$ cat src/rtl/noc_pkg.sv
// Shared mesh-router definitions: flit type codes, type-field width, input-port FSM
// states, debug view and the default destination-to-output routing map.
package noc_pkg;

    localparam logic [1:0] BODY     = 2'b00;
    localparam logic [1:0] HEAD     = 2'b01;
    localparam logic [1:0] TAIL     = 2'b10;
    localparam logic [1:0] HEADTAIL = 2'b11;

    // The type field occupies the top TYPE_W bits of every flit.
    localparam int TYPE_W = 2;

    typedef enum logic [1:0] {
        IDLE       = 2'd0,
        WAIT_GRANT = 2'd1,
        FORWARD    = 2'd2,
        RELEASE    = 2'd3
    } ipc_state_t;

    typedef struct packed {
        ipc_state_t  state;
        logic        fifo_full;
        logic        fifo_empty;
        logic [7:0]  fifo_count;
    } ipc_dbg_t;

    function automatic logic [63:0] default_route_table(input int n, input int outputs);
        int rw;
        rw = (outputs > 1) ? $clog2(outputs) : 1;
        default_route_table = '0;
        for (int d = 0; d < n; d++) begin
            default_route_table = default_route_table | (64'(d % outputs) << (d * rw));
        end
    endfunction

    function automatic logic is_head_type(input logic [1:0] t);
        return (t == HEAD) || (t == HEADTAIL);
    endfunction

    function automatic logic is_last_type(input logic [1:0] t);
        return (t == TAIL) || (t == HEADTAIL);
    endfunction

endpackage

$ cat src/rtl/input_port_controller_if.sv
// Bundle between one router input port controller, its upstream link and the
// switch control unit / crossbar.
interface input_port_controller_if #(
    parameter int DATA_WIDTH    = 8,
    parameter int REQUEST_WIDTH = 2
);
    // Flit handshakes: a flit moves on a clock edge where valid and ready are both
    // high; valid never depends combinationally on ready, data is stable while valid.
    logic [DATA_WIDTH-1:0]    dataIn;
    logic                     validIn;
    logic                     readyIn;
    logic [DATA_WIDTH-1:0]    dataOut;
    logic                     validOut;
    logic                     readyOut;
    logic                     routeReserveRequestValid;
    logic [REQUEST_WIDTH-1:0] routeReserveRequest;
    logic                     routeReserveStatus;
    logic                     PortReserved;
    logic                     routeRelieve;

    modport slave (
        input  dataIn, validIn, readyOut, routeReserveStatus, PortReserved,
        output readyIn, dataOut, validOut, routeReserveRequestValid,
               routeReserveRequest, routeRelieve
    );

    modport master (
        output dataIn, validIn, readyOut, routeReserveStatus, PortReserved,
        input  readyIn, dataOut, validOut, routeReserveRequestValid,
               routeReserveRequest, routeRelieve
    );

endinterface

$ cat src/rtl/flit_fifo.sv
// Power-of-two flit buffer with valid/ready on both sides; the head flit is
// presented on rd_data whenever the buffer is not empty.
module flit_fifo #(
    parameter int DATA_WIDTH = 8,
    parameter int FIFO_DEPTH = 4,
    localparam int PTR_W = $clog2(FIFO_DEPTH),
    localparam int CNT_W = PTR_W + 1
) (
    input  logic                  clk,
    input  logic                  rst,
    input  logic [DATA_WIDTH-1:0] wr_data,
    input  logic                  wr_valid,
    output logic                  wr_ready,
    output logic [DATA_WIDTH-1:0] rd_data,
    output logic                  rd_valid,
    input  logic                  rd_ready,
    output logic                  full,
    output logic                  empty,
    output logic [CNT_W-1:0]      count
);

    logic [DATA_WIDTH-1:0] mem_q [FIFO_DEPTH];
    logic [DATA_WIDTH-1:0] mem_d [FIFO_DEPTH];
    logic [PTR_W-1:0]      wr_ptr_q, wr_ptr_d;
    logic [PTR_W-1:0]      rd_ptr_q, rd_ptr_d;
    logic [CNT_W-1:0]      count_q, count_d;
    logic                  wr_fire;
    logic                  rd_fire;

    assign full     = (count_q == CNT_W'(FIFO_DEPTH));
    assign empty    = (count_q == '0);
    assign wr_ready = !full;
    assign rd_valid = !empty;
    assign rd_data  = mem_q[rd_ptr_q];
    assign count    = count_q;
    assign wr_fire  = wr_valid && wr_ready;
    assign rd_fire  = rd_valid && rd_ready;

    always_comb begin
        mem_d    = mem_q;
        wr_ptr_d = wr_ptr_q;
        rd_ptr_d = rd_ptr_q;
        if (wr_fire) begin
            mem_d[wr_ptr_q] = wr_data;
            wr_ptr_d        = wr_ptr_q + PTR_W'(1);
        end
        if (rd_fire) begin
            rd_ptr_d = rd_ptr_q + PTR_W'(1);
        end
        count_d = count_q + CNT_W'(wr_fire) - CNT_W'(rd_fire);
    end

    // Storage is cleared too so dataOut reads zero after reset.
    always_ff @(posedge clk or posedge rst) begin
        if (rst) begin
            for (int i = 0; i < FIFO_DEPTH; i++) begin
                mem_q[i] <= '0;
            end
            wr_ptr_q <= '0;
            rd_ptr_q <= '0;
            count_q  <= '0;
        end else begin
            mem_q    <= mem_d;
            wr_ptr_q <= wr_ptr_d;
            rd_ptr_q <= rd_ptr_d;
            count_q  <= count_d;
        end
    end

endmodule

$ cat src/rtl/input_port_controller.sv
// Router input port: buffers flits, routes the head flit, holds a path reservation
// and streams the packet to the crossbar. IPC_STATS_EN adds packet/flit counters.
module input_port_controller
    import noc_pkg::*;
#(
    parameter int N          = 4,
    parameter int OUTPUTS    = 4,
    parameter int DATA_WIDTH = 8,
    parameter int FIFO_DEPTH = 4,
    parameter logic [N*$clog2(OUTPUTS)-1:0] ROUTING_TABLE =
        (N*$clog2(OUTPUTS))'(default_route_table(N, OUTPUTS))
) (
    input  logic                    clk,
    input  logic                    rst,
    input_port_controller_if.slave  bus,
    output ipc_dbg_t                dbg
`ifdef IPC_STATS_EN
    ,
    output logic [15:0]             packetCount,
    output logic [15:0]             flitCount
`endif
);

    localparam int DEST_W        = $clog2(N);
    localparam int REQUEST_WIDTH = $clog2(OUTPUTS);
    localparam int CNT_W         = $clog2(FIFO_DEPTH) + 1;

    logic [DATA_WIDTH-1:0]    fifo_rd_data;
    logic                     fifo_nonempty;
    logic                     fifo_rd_ready;
    logic                     fifo_full;
    logic                     fifo_empty;
    logic [CNT_W-1:0]         fifo_count;

    logic [TYPE_W-1:0]        head_type;
    logic [DEST_W-1:0]        head_dest;
    logic [REQUEST_WIDTH-1:0] head_port;
    logic                     valid_out;
    logic                     xfer;
    logic                     discard;

    ipc_state_t               state_q, state_d;
    logic                     req_valid_q, req_valid_d;
    logic [REQUEST_WIDTH-1:0] req_port_q, req_port_d;
    logic                     relieve_q, relieve_d;

    flit_fifo #(
        .DATA_WIDTH (DATA_WIDTH),
        .FIFO_DEPTH (FIFO_DEPTH)
    ) u_fifo (
        .clk      (clk),
        .rst      (rst),
        .wr_data  (bus.dataIn),
        .wr_valid (bus.validIn),
        .wr_ready (bus.readyIn),
        .rd_data  (fifo_rd_data),
        .rd_valid (fifo_nonempty),
        .rd_ready (fifo_rd_ready),
        .full     (fifo_full),
        .empty    (fifo_empty),
        .count    (fifo_count)
    );

    assign head_type = fifo_rd_data[DATA_WIDTH-1 -: TYPE_W];
    assign head_dest = fifo_rd_data[DEST_W-1:0];
    assign head_port = ROUTING_TABLE[int'(head_dest)*REQUEST_WIDTH +: REQUEST_WIDTH];

    assign valid_out     = (state_q == FORWARD) && fifo_nonempty && bus.PortReserved;
    assign xfer          = valid_out && bus.readyOut;
    // Anything but a head flit reaching the front while idle is an orphan; drop it.
    assign discard       = (state_q == IDLE) && fifo_nonempty && !is_head_type(head_type);
    assign fifo_rd_ready = xfer || discard;

    always_comb begin
        state_d     = state_q;
        req_valid_d = req_valid_q;
        req_port_d  = req_port_q;
        relieve_d   = 1'b0;
        case (state_q)
            IDLE: begin
                if (fifo_nonempty && is_head_type(head_type)) begin
                    req_port_d  = head_port;
                    req_valid_d = 1'b1;
                    state_d     = WAIT_GRANT;
                end
            end
            WAIT_GRANT: begin
                if (bus.routeReserveStatus) begin
                    req_valid_d = 1'b0;
                    state_d     = FORWARD;
                end
            end
            FORWARD: begin
                if (xfer && is_last_type(head_type)) begin
                    relieve_d = 1'b1;
                    state_d   = RELEASE;
                end
            end
            RELEASE: begin
                state_d = IDLE;
            end
            default: state_d = IDLE;
        endcase
    end

    // req_port_q is only rewritten by the next head, so it outlives the relieve pulse.
    always_ff @(posedge clk or posedge rst) begin
        if (rst) begin
            state_q     <= IDLE;
            req_valid_q <= 1'b0;
            req_port_q  <= '0;
            relieve_q   <= 1'b0;
        end else begin
            state_q     <= state_d;
            req_valid_q <= req_valid_d;
            req_port_q  <= req_port_d;
            relieve_q   <= relieve_d;
        end
    end

    assign bus.dataOut                  = fifo_rd_data;
    assign bus.validOut                 = valid_out;
    assign bus.routeReserveRequestValid = req_valid_q;
    assign bus.routeReserveRequest      = req_port_q;
    assign bus.routeRelieve             = relieve_q;

    assign dbg.state      = state_q;
    assign dbg.fifo_full  = fifo_full;
    assign dbg.fifo_empty = fifo_empty;
    assign dbg.fifo_count = 8'(fifo_count);

`ifdef IPC_STATS_EN
    logic [15:0] packet_count_q, packet_count_d;
    logic [15:0] flit_count_q, flit_count_d;

    always_comb begin
        packet_count_d = packet_count_q;
        flit_count_d   = flit_count_q;
        if (relieve_q && (packet_count_q != 16'hFFFF)) begin
            packet_count_d = packet_count_q + 16'd1;
        end
        if (xfer && (flit_count_q != 16'hFFFF)) begin
            flit_count_d = flit_count_q + 16'd1;
        end
    end

    always_ff @(posedge clk or posedge rst) begin
        if (rst) begin
            packet_count_q <= '0;
            flit_count_q   <= '0;
        end else begin
            packet_count_q <= packet_count_d;
            flit_count_q   <= flit_count_d;
        end
    end

    assign packetCount = packet_count_q;
    assign flitCount   = flit_count_q;
`endif

endmodule

$ cat src/flat_wrapper.sv
// flat-port wrapper written by rule: the top's interface ports become plain ports
module input_port_controller_flat import noc_pkg::*;
#(
    parameter int N          = 4,
    parameter int OUTPUTS    = 4,
    parameter int DATA_WIDTH = 8,
    parameter int FIFO_DEPTH = 4,
    parameter logic [N*$clog2(OUTPUTS)-1:0] ROUTING_TABLE =
        (N*$clog2(OUTPUTS))'(default_route_table(N, OUTPUTS))
)
  (clk, rst, dbg, bus_dataIn, bus_validIn, bus_readyOut, bus_routeReserveStatus, bus_PortReserved, bus_readyIn, bus_dataOut, bus_validOut, bus_routeReserveRequestValid, bus_routeReserveRequest, bus_routeRelieve);
  input_port_controller_if #(.DATA_WIDTH(DATA_WIDTH), .REQUEST_WIDTH(2)) bus_i ();
  input  logic clk;
  input  logic rst;
  output ipc_dbg_t dbg;
  input wire logic [$bits(bus_i.dataIn)-1:0] bus_dataIn;
  input wire logic [$bits(bus_i.validIn)-1:0] bus_validIn;
  input wire logic [$bits(bus_i.readyOut)-1:0] bus_readyOut;
  input wire logic [$bits(bus_i.routeReserveStatus)-1:0] bus_routeReserveStatus;
  input wire logic [$bits(bus_i.PortReserved)-1:0] bus_PortReserved;
  output wire logic [$bits(bus_i.readyIn)-1:0] bus_readyIn;
  output wire logic [$bits(bus_i.dataOut)-1:0] bus_dataOut;
  output wire logic [$bits(bus_i.validOut)-1:0] bus_validOut;
  output wire logic [$bits(bus_i.routeReserveRequestValid)-1:0] bus_routeReserveRequestValid;
  output wire logic [$bits(bus_i.routeReserveRequest)-1:0] bus_routeReserveRequest;
  output wire logic [$bits(bus_i.routeRelieve)-1:0] bus_routeRelieve;
  assign bus_i.dataIn = bus_dataIn;
  assign bus_i.validIn = bus_validIn;
  assign bus_i.readyOut = bus_readyOut;
  assign bus_i.routeReserveStatus = bus_routeReserveStatus;
  assign bus_i.PortReserved = bus_PortReserved;
  assign bus_readyIn = bus_i.readyIn;
  assign bus_dataOut = bus_i.dataOut;
  assign bus_validOut = bus_i.validOut;
  assign bus_routeReserveRequestValid = bus_i.routeReserveRequestValid;
  assign bus_routeReserveRequest = bus_i.routeReserveRequest;
  assign bus_routeRelieve = bus_i.routeRelieve;
  input_port_controller #(.N(N), .OUTPUTS(OUTPUTS), .DATA_WIDTH(DATA_WIDTH), .FIFO_DEPTH(FIFO_DEPTH), .ROUTING_TABLE(ROUTING_TABLE)) u_core (.clk(clk), .rst(rst), .bus(bus_i), .dbg(dbg));
endmodule
$ cat config.mk
export PLATFORM = sky130hd
export DESIGN_NAME = input_port_controller_flat
export DESIGN_NICKNAME = d
export VERILOG_FILES = /design/src/rtl/noc_pkg.sv /design/src/rtl/input_port_controller_if.sv /design/src/rtl/flit_fifo.sv /design/src/rtl/input_port_controller.sv /design/src/flat_wrapper.sv
export SDC_FILE = /design/constraint.sdc
export NUM_CORES = 1
export LEC_CHECK = 0
export CAP_MARGIN = 20
export CORE_MARGIN = 4
export CORE_UTILIZATION = 39
export CTS_CLUSTER_DIAMETER = 30
export DETAILED_ROUTE_END_ITERATION = 8
export GPL_ROUTABILITY_DRIVEN = 0
export HOLD_SLACK_MARGIN = 0.1
export SLEW_MARGIN = 15
export SYNTH_ARGS = -nofsm -noshare
export SYNTH_HDL_FRONTEND = slang
export SYNTH_SLANG_ARGS = --single-unit
$ cat constraint.sdc
create_clock -name clk -period 2.5 [get_ports clk]
set_input_delay 0.75 -clock clk [delete_from_list [all_inputs] [get_ports clk]]
set_output_delay 0.75 -clock clk [all_outputs]
set_load 0.1 [all_outputs]
; ---- Word level (Yosys, flattened, before mapping)
; Cells that the tools add are included.
[totals]
elab_cells = 68
in_bits = 14
regBits = 45
[classes]
mux = 15
n_eq_ne = 10
n_reduce_logical = 22
magnitude_cmp = 3
add_sub_neg = 4
shift = 1
bitwise_logic = 2
[ops]
columns = cell, count
row1 = 32-bit bitwise mux, 1
row2 = 8-bit 2-to-1 mux, 3
row3 = 8-bit binary-select mux with 2-bit select, 1
row4 = 8-bit demux with 2-bit select, 1
row5 = 1-bit logical AND, 10
row6 = "2-bit == test, second input constant", 4
row7 = 2-bit case mux with 4 select lines, 1
row8 = "8-bit by 4-bit variable part select with 2-bit output, first input constant", 1
row9 = "3-bit >= comparator, second input constant", 2
row10 = 2-bit 2-to-1 mux, 3
row11 = "2-bit inequality test, second input constant", 3
row12 = 2-bit inverter with 3-bit output, 2
row13 = 3-bit AND reduction, 2
row14 = "2-bit by 1-bit adder with 2-bit output, second input constant", 2
row15 = "2-bit by 1-bit == test with 1-bit output, second input constant", 2
row16 = 1-bit 2-to-1 mux, 4
row17 = 3-bit by 1-bit adder with 3-bit output, 1
row18 = "3-bit == test, second input constant", 1
row19 = 1-bit logical NOT, 3
row20 = 3-bit logical NOT, 1
row21 = 1-bit logical OR, 3
row22 = "3-bit by 1-bit < comparator with 1-bit output, second input constant", 1
row23 = 3-bit by 1-bit subtractor with 3-bit output, 1
row24 = 2-bit logical NOT, 1
row25 = 3 further kinds, 3

; ---- Longest topological paths before layout
; Gate-level depths: netlist of the first run.
[depth]
ltp_word = 11
ltp_mapped = 11

; ---- Modules after synthesis
; Synthesis of the first run repeated with hierarchy kept, for this count alone.
[unflattened]
hier_cells = 156
area_unflattened_um2 = 2366.0
[modules_own_cells]
columns = module, area_per_inst_um2, seq_area_each_um2, cells_each, instances
row1 = flit_fifo, 1958.1, 975.9, 116, 1
row2 = input_port_controller, 407.9, 150.1, 40, 1

; ---- Least setup slack after synthesis of the first run
; No wires, ideal clock.
[synth_path]
path_kind = register to register
startpoint = register u_core.u_fifo.count_q[1], in the netlist u_core.u_fifo.count[1]
endpoint = register u_core.u_fifo.count_q[2], in the netlist u_core.u_fifo.count[2]
setup_slack_ns = -0.816
path_stages_with_launch = 12
synth_period_minus_slack_ns = 3.316
arrival_time_ns = 3.192
setup_time_ns = 0.124
path_cell_list = dfrtp_1 -> nor2_1 -> nand2_1 -> inv_1 -> nor2b_1 -> buf_2 -> inv_1 -> ha_1 -> inv_1 -> ha_1 -> fa_1 -> xnor2_1
[synth_between]
elab_cells_between_ends = 14
cone_classes = add/sub (2) / eq/ne (1) / reduce/logical (11)
[synth_lines]
columns = element, line
row1 = from (decl), flit_fifo.sv:26  ; logic [CNT_W-1:0] count_q, count_d;
row2 = from (signal assigned), flit_fifo.sv:66  ; count_q <= count_d;
row3 = 3-bit == test, flit_fifo.sv:30  ; assign full = (count_q == CNT_W'(FIFO_DEPTH));
row4 = 1-bit logical NOT, flit_fifo.sv:32  ; assign wr_ready = !full;
row5 = named net bus_readyIn, flat_wrapper.sv:21  ; output wire logic [$bits(bus_i.readyIn)-1:0] bus_readyIn;
row6 = 1-bit logical AND, flit_fifo.sv:36  ; assign wr_fire = wr_valid && wr_ready;
row7 = 3-bit by 1-bit adder with 3-bit output, flit_fifo.sv:50  ; count_d = count_q + CNT_W'(wr_fire) - CNT_W'(rd_fire);
row8 = 3-bit by 1-bit subtractor with 3-bit output, flit_fifo.sv:50
row9 = named net u_core.u_fifo.count_d[2], flit_fifo.sv:26
; The timed path passes the listed nets, and every way through them passes these cells.
; A chain may end at the register's enable or synchronous reset.

; ---- Final worst setup path of the first run
[layout_path]
startpoint = register u_core.u_fifo.rd_ptr_q[1]
endpoint = output bus_dataOut[1]
[layout_between]
elab_chain_cells = 4
[layout_lines]
columns = element, line
row1 = from (decl), flit_fifo.sv:25  ; logic [PTR_W-1:0] rd_ptr_q, rd_ptr_d;
row2 = from (signal assigned), flit_fifo.sv:65  ; rd_ptr_q <= rd_ptr_d;
row3 = 2-bit inverter with 3-bit output (implied by the code), flit_fifo.sv:34  ; assign rd_data = mem_q[rd_ptr_q];
row4 = 8-bit binary-select mux with 2-bit select, flit_fifo.sv:34
row5 = 8-bit 2-to-1 mux (implied by the code) (2 in series), flit_fifo.sv:34
row6 = to (decl), flat_wrapper.sv:22  ; output wire logic [$bits(bus_i.dataOut)-1:0] bus_dataOut;
; Every way passes these cells. The select of a mux whose other input is x is not followed.

==> results.yml, run 1 <==
outcome:
  status: "finished clean"
finish:
  area_delta_synth_final_pct: 32.1
  nNetsFinal: 224
  drive_gt1_frac: 0.475
  diodes: 0
  final_util: 0.530
  final_cell_area_um2: 2920
logic_synthesis:
  syn_inst: 156
  syn_avg_cell_area_um2: 14.1
  yosys_warnings: 0
  yosys-top-cells-area: "dfrtp_1 (51%), mux2_2 (17%), mux4_1 (8.3%), ha_1 (5.7%), buf_4 (2.4%)"
  synth.largest_area_cell: "dfrtp_1"
  synthDominantCellAreaShare: 0.510
  ys_ff_latch: 45
  netlist_area_um2: 2210
  synth_cell_type_count: 29
  ys_seq_area_frac: 0.510
clock_tree:
  htreeDepth: 2
  cts_tree: "yes"
  cts_sinks: 45
  clockRootBuffer: "clkbuf_8"
  cts_made_buffers: 5
  insertion_delay_ps: 300
  cts_buffer_depth: 2
  ctsHoldBuffers: 0
  clkTransAtPathRegs_ps: 80
global_route:
  grt_pass1_vias: 1496
  grt_pass1_wl_um: 7330
  grt_max_degree: 23
  track_usage: 0.134
  antenna_found_initial: 0
  grt_overflow: 0
placed_design:
  numPortBuffers: 34
  hpwl_um: 3280
  dpl-instance-area_um2: 2760
sta:
  setup_violations: 0
  fin_hold_ws_ps: 503
  slew_viol_final: 0
  rsz0062_at_grt: "false"
  setup_tns_ps: 0
  period_minus_slack_ps: 2450
  max_freq_mhz: 408
  period_share: 0.982
  finalClockSkew_ps: 8.19
  hold_viol_final: 0
route:
  wl_um: 4400
  antenna_left: 0
  vias: 1319
  wl_per_cell_um: 16.2
  first_pass_iters: 3
  drc: 0
  first_iter_violations: 48
  viasPerCell: 4.85
floorplanning:
  start_util: 0.401
  ios: 40
  die_y_um: 83.2
  core_um2: 5510
  rows: 27
  dieArea_um2: 6930
  die_w_um: 83.2
worst_setup_path:
  cp-end-kind: "output port"
  worstPathRequired_ps: 1750
  crit_type: "reg2out"
  arrival_ps: 1700
  worstSetupStartpointType: "flip-flop"
  cp_max_fo: 4
job:
  drv_cap: 0
min_path:
  hold_path.class: "reg2reg"
cell families (layout without fill, tap and decap cells):
logic type               count (synthesis)  in the layout  synth area share
flip-flops                              45             45             0.510
multiplexers                            43             43             0.274
buffers and inverters                   24             64            0.0578
XOR/XNOR                                 5              5            0.0198
AND/OR/NAND/NOR                         19             19            0.0425
other                                    1              5           0.00170
adder cells (fa/ha/maj)                 11             11            0.0658
AO/OA/AOI/OAI                            8              8            0.0283
path summary, 6_finish.rpt:
check                                          startpoint                   endpoint  slack (ps)  cells past startpoint
max in group asynchronous                             rst  u_core.u_fifo.rd_ptr_q[1]        1210                      3
min in group asynchronous                             rst    u_core.bus.routeRelieve         700                      2
worst min-delay path              u_core.u_fifo.mem_q[11]    u_core.u_fifo.mem_q[11]         500                      1
worst min register to register    u_core.u_fifo.mem_q[11]    u_core.u_fifo.mem_q[11]         500                      1
worst max-delay path            u_core.u_fifo.rd_ptr_q[1]             bus_dataOut[1]          50                      3
worst max register to register          u_core.state_q[0]     u_core.u_fifo.count[2]         150                     10
cell usage after synthesis, drive strengths merged:
cell type	n
a21o	1
a21oi	2
a221oi	1
a2bb2oi	1
a311oi	1
and2	1
and3	2
buf	11
conb	1
dfrtp	45
fa	1
ha	10
inv	13
mux2	35
mux4	8
nand2	8
nand3	3
nor2	2
nor2b	2
o21ai	1
o21bai	1
or3	1
xnor2	3
xor2	2
what timing repair did:
| item | CTS | global route |
|---|---|---|
| endpoints found under the hold margin | 0 | 0 |
| endpoints found under the setup margin | 6 | 3 |
| gates cloned | 0 | 0 |
| gates resized for setup | 3 | 5 |
| pin swaps | 0 | 1 |
| setup buffers | 2 | 0 |
cells in the final DEF, fill, tap and decap left out, types with 2 or more instances in the layout:
master,netlist,final
mux2_2,34,34
buf_12,0,11
xor2_1,2,2
bufinv_16,0,2
dfrtp_2,0,5
mux4_2,1,4
ha_1,10,8
dfrtp_1,45,39
nand3_1,3,3
inv_1,13,12
mux4_1,7,4
buf_4,7,18
a21oi_1,2,2
conb_1,1,5
nor2_1,2,2
xnor2_1,3,2
ha_4,0,2
clkdlybuf4s50_1,0,13
nor2b_1,2,2
clkbuf_8,0,5
nand2_1,7,6
final cells by class:
| cell class | count | area [um2] |
|---|---|---|
| clock buffer | 5 | 68.8 |
| clock inverter | 3 | 65.1 |
| fill | 476 | 2590 |
| inverter | 13 | 48.8 |
| multi-input combinational | 91 | 1010 |
| sequential | 45 | 1140 |
| tap | 72 | 90.1 |
| timing repair buffer | 43 | 497 |
per-stage QoR:
step / cells / worst slack, ps
after floorplan: 160 / -104
after global placement: 262 / -197
after detailed placement: 262 / -244
after CTS: 272 / 10.9
after global routing: 272 / 1.43
final: 272 / 46.0
layer usage:
metal	up-vias	wire, um	GRT usage
met1	665	1830	0.154
li1	613	-	-
met5	-	0	0
met4	0	55	0.0461
met2	36	2270	0.236
met3	5	246	0.0427
critical path: stages (launching register included):
cell     delay, ps
dfrtp_2        400
buf_4          140
mux4_1         640
buf_12         210
sequential cells by signal, summed over array words and instances (netlist names):
register,flops
u_core.u_fifo.mem_q,32
u_core.u_fifo.rd_ptr_q,2
u_core.bus.routeReserveRequest,2
u_core.u_fifo.wr_ptr_q,2
u_core.state_q,2
u_core.bus.routeReserveRequestValid,1
u_core.u_fifo.count,3
u_core.bus.routeRelieve,1
Power of run 1 is not shown: default switching activity piles up to over one toggle a cycle in this logic, so the estimate is an artifact.
==> run 2: changes to the inputs <==
Settings changed: TNS_END_PERCENT from default to 1.
==> run 2 against run 1 <==
  * Hold slack improved by 1.8 ps
  * Largest cell class unchanged
  * Final cell count decreased by 0.37%
  * Register-to-register slack improved by 20 ps
  * Utilization decreased by 1.2 points
  * Maximum frequency increased by 0.12%
  * Clock skew increased by 1.7 ps
  * Sequential share of layout area increased by 0.90 points
  * First-iteration DRC count increased by 58%
  * Global-route usage decreased by 0.56 points
  * Cell area decreased by 2.4%
  * Count of clock-buffer cells in the layout increased by 2
==> results.yml, run 2 (synthesis gave the netlist of run 1 again) <==
sta:
  worstMarginPinSlew_ps: 510
  slew_viol_final: 0
  hold_viol_final: 0
  fin_hold_ws_ps: 505
  worst_slack_ps: 49.0
  relSlewSlack: 0.660
  max_freq_mhz: 408
  finalClockSkew_ps: 9.89
  period_minus_slack_ps: 2450
  period_share: 0.980
  rsz0062_at_grt: "true"
  setup_violations: 0
placed_design:
  numPortBuffers: 34
  post-place-ws_ps: -251
  hpwl_um: 3100
  dp_cells: 263
finish:
  drive_gt1_frac: 0.447
  nNetsFinal: 223
  largest_reg_flops: 32
  top_register: "u_core.u_fifo.mem_q"
  seqCellArea_um2: 1130
  fillCellCount: 477
  final_cell_mix: "dfrtp_1 (40), mux2_2 (34), buf_4 (17)"
  area_delta_synth_final_pct: 29.0
  diodes: 0
  final_common_cell: "dfrtp_1"
  finalNonFillerCells: 271
  multi_input_area_um2: 995
worst_setup_path:
  arrival_ps: 2660
  cp_slowest_cell: "clkdlybuf4s50_1"
  cp-end-kind: "flip-flop"
  max_stage_delay_ps: 410
  worstPathRequired_ps: 2710
  crit_type: "in2reg"
  cp_max_fo: 2
  worstSetupStartpointType: "input port"
  cpMostUsedCell: "ha_4"
  cp_num_buf_inv: 2
  cp_top_family: "adder cells"
  crit_chain: "clkdlybuf4s50_1 -> and3_1 -> o21bai_1 -> and2_4 -> ha_4 -> inv_2 -> ha_4 -> fa_2 -> xnor2_1"
route:
  first_iter_violations: 76
  vias: 1333
  viasPerCell: 4.92
  wl_per_cell_um: 15.5
  first_pass_iters: 4
  wl_um: 4190
  drc: 0
  antenna_left: 0
clock_tree:
  cts_setup_buffers: 0
  insertion_delay_ps: 290
  cts_sinks: 45
  clkTransAtPathRegs_ps: 80
  cts_made_buffers: 5
  cts_tree: "yes"
  cts_buffer_depth: 2
  htreeDepth: 2
  clockRootBuffer: "clkbuf_8"
floorplanning:
  rows: 27
  dieArea_um2: 6930
  die_y_um: 83.2
  ios: 40
  die_w_um: 83.2
  start_util: 0.401
  core_um2: 5510
global_route:
  grt_pass1_vias: 1447
  grt_pass1_wl_um: 7110
  grt_max_degree: 36
  grt_overflow: 0
  track_usage: 0.129
  antenna_found_initial: 0
outcome:
  status: "finished clean"
min_path:
  hold_path.class: "reg2reg"
job:
  drv_cap: 0
-- run 2: changes by cell type in the layout (fill, tap and decap cells not counted), sizes merged --
cell	change
clkbuf	+2
buf	-1
bufinv	-2
-- run 2: metal layers --
metal	wire length [um]	global-route usage
met5	0	0
met4	55	0.0401
met3	245	0.0456
met2	2050	0.216
met1	1840	0.154
-- run 2: cell type report --
cell class              count  area share
multi-input cells          91       0.349
clock buffers               7      0.0268
inverters                  13      0.0171
well taps                  72      0.0316
flip-flops and latches     45       0.399
repair buffers             42       0.175
clock inverters             1     0.00176
-- run 2: what timing repair did --
action | 4_1_cts | 5_1_grt
setup endpoints to repair | 0 | 6
gates resized for setup | 0 | 5
hold buffers | 0 | 0
-- run 2: through the flow --
stage / setup TNS (ps) / instance area [um2] / utilization
after floorplan: -286 / 2270 / -
after global placement: -380 / 2780 / 0.504
after detailed placement: -473 / 2780 / 0.504
after CTS: 0 / 2860 / 0.519
after global routing: -49.9 / 2850 / 0.517
final: 0 / 2850 / 0.517
-- run 2: worst paths after layout --
check / from / endpoint / slack, ps / cells after the start
max reg2reg: u_core.state_q[0] / u_core.u_fifo.count[2] / 170 / 10
min: u_core.u_fifo.mem_q[26] / u_core.u_fifo.mem_q[26] / 500 / 1
max in group asynchronous: rst / u_core.u_fifo.mem_q[19] / 1140 / 3
min in group asynchronous: rst / u_core.u_fifo.wr_ptr_q[0] / 800 / 2
max: bus_PortReserved / u_core.u_fifo.count[2] / 50 / 9
min reg2reg: u_core.u_fifo.mem_q[26] / u_core.u_fifo.mem_q[26] / 500 / 1
-- run 2: worst register-to-register path, cell delays in order (launching register included) --
cell and delay [ps]:
dfrtp_4 430, inv_1 70, ha_1 250, and3_1 190, o21bai_1 170, and2_4 160
ha_4 260, inv_2 40, ha_4 150, fa_2 350, xnor2_1 180
Power of run 2 is left out for the same reason.
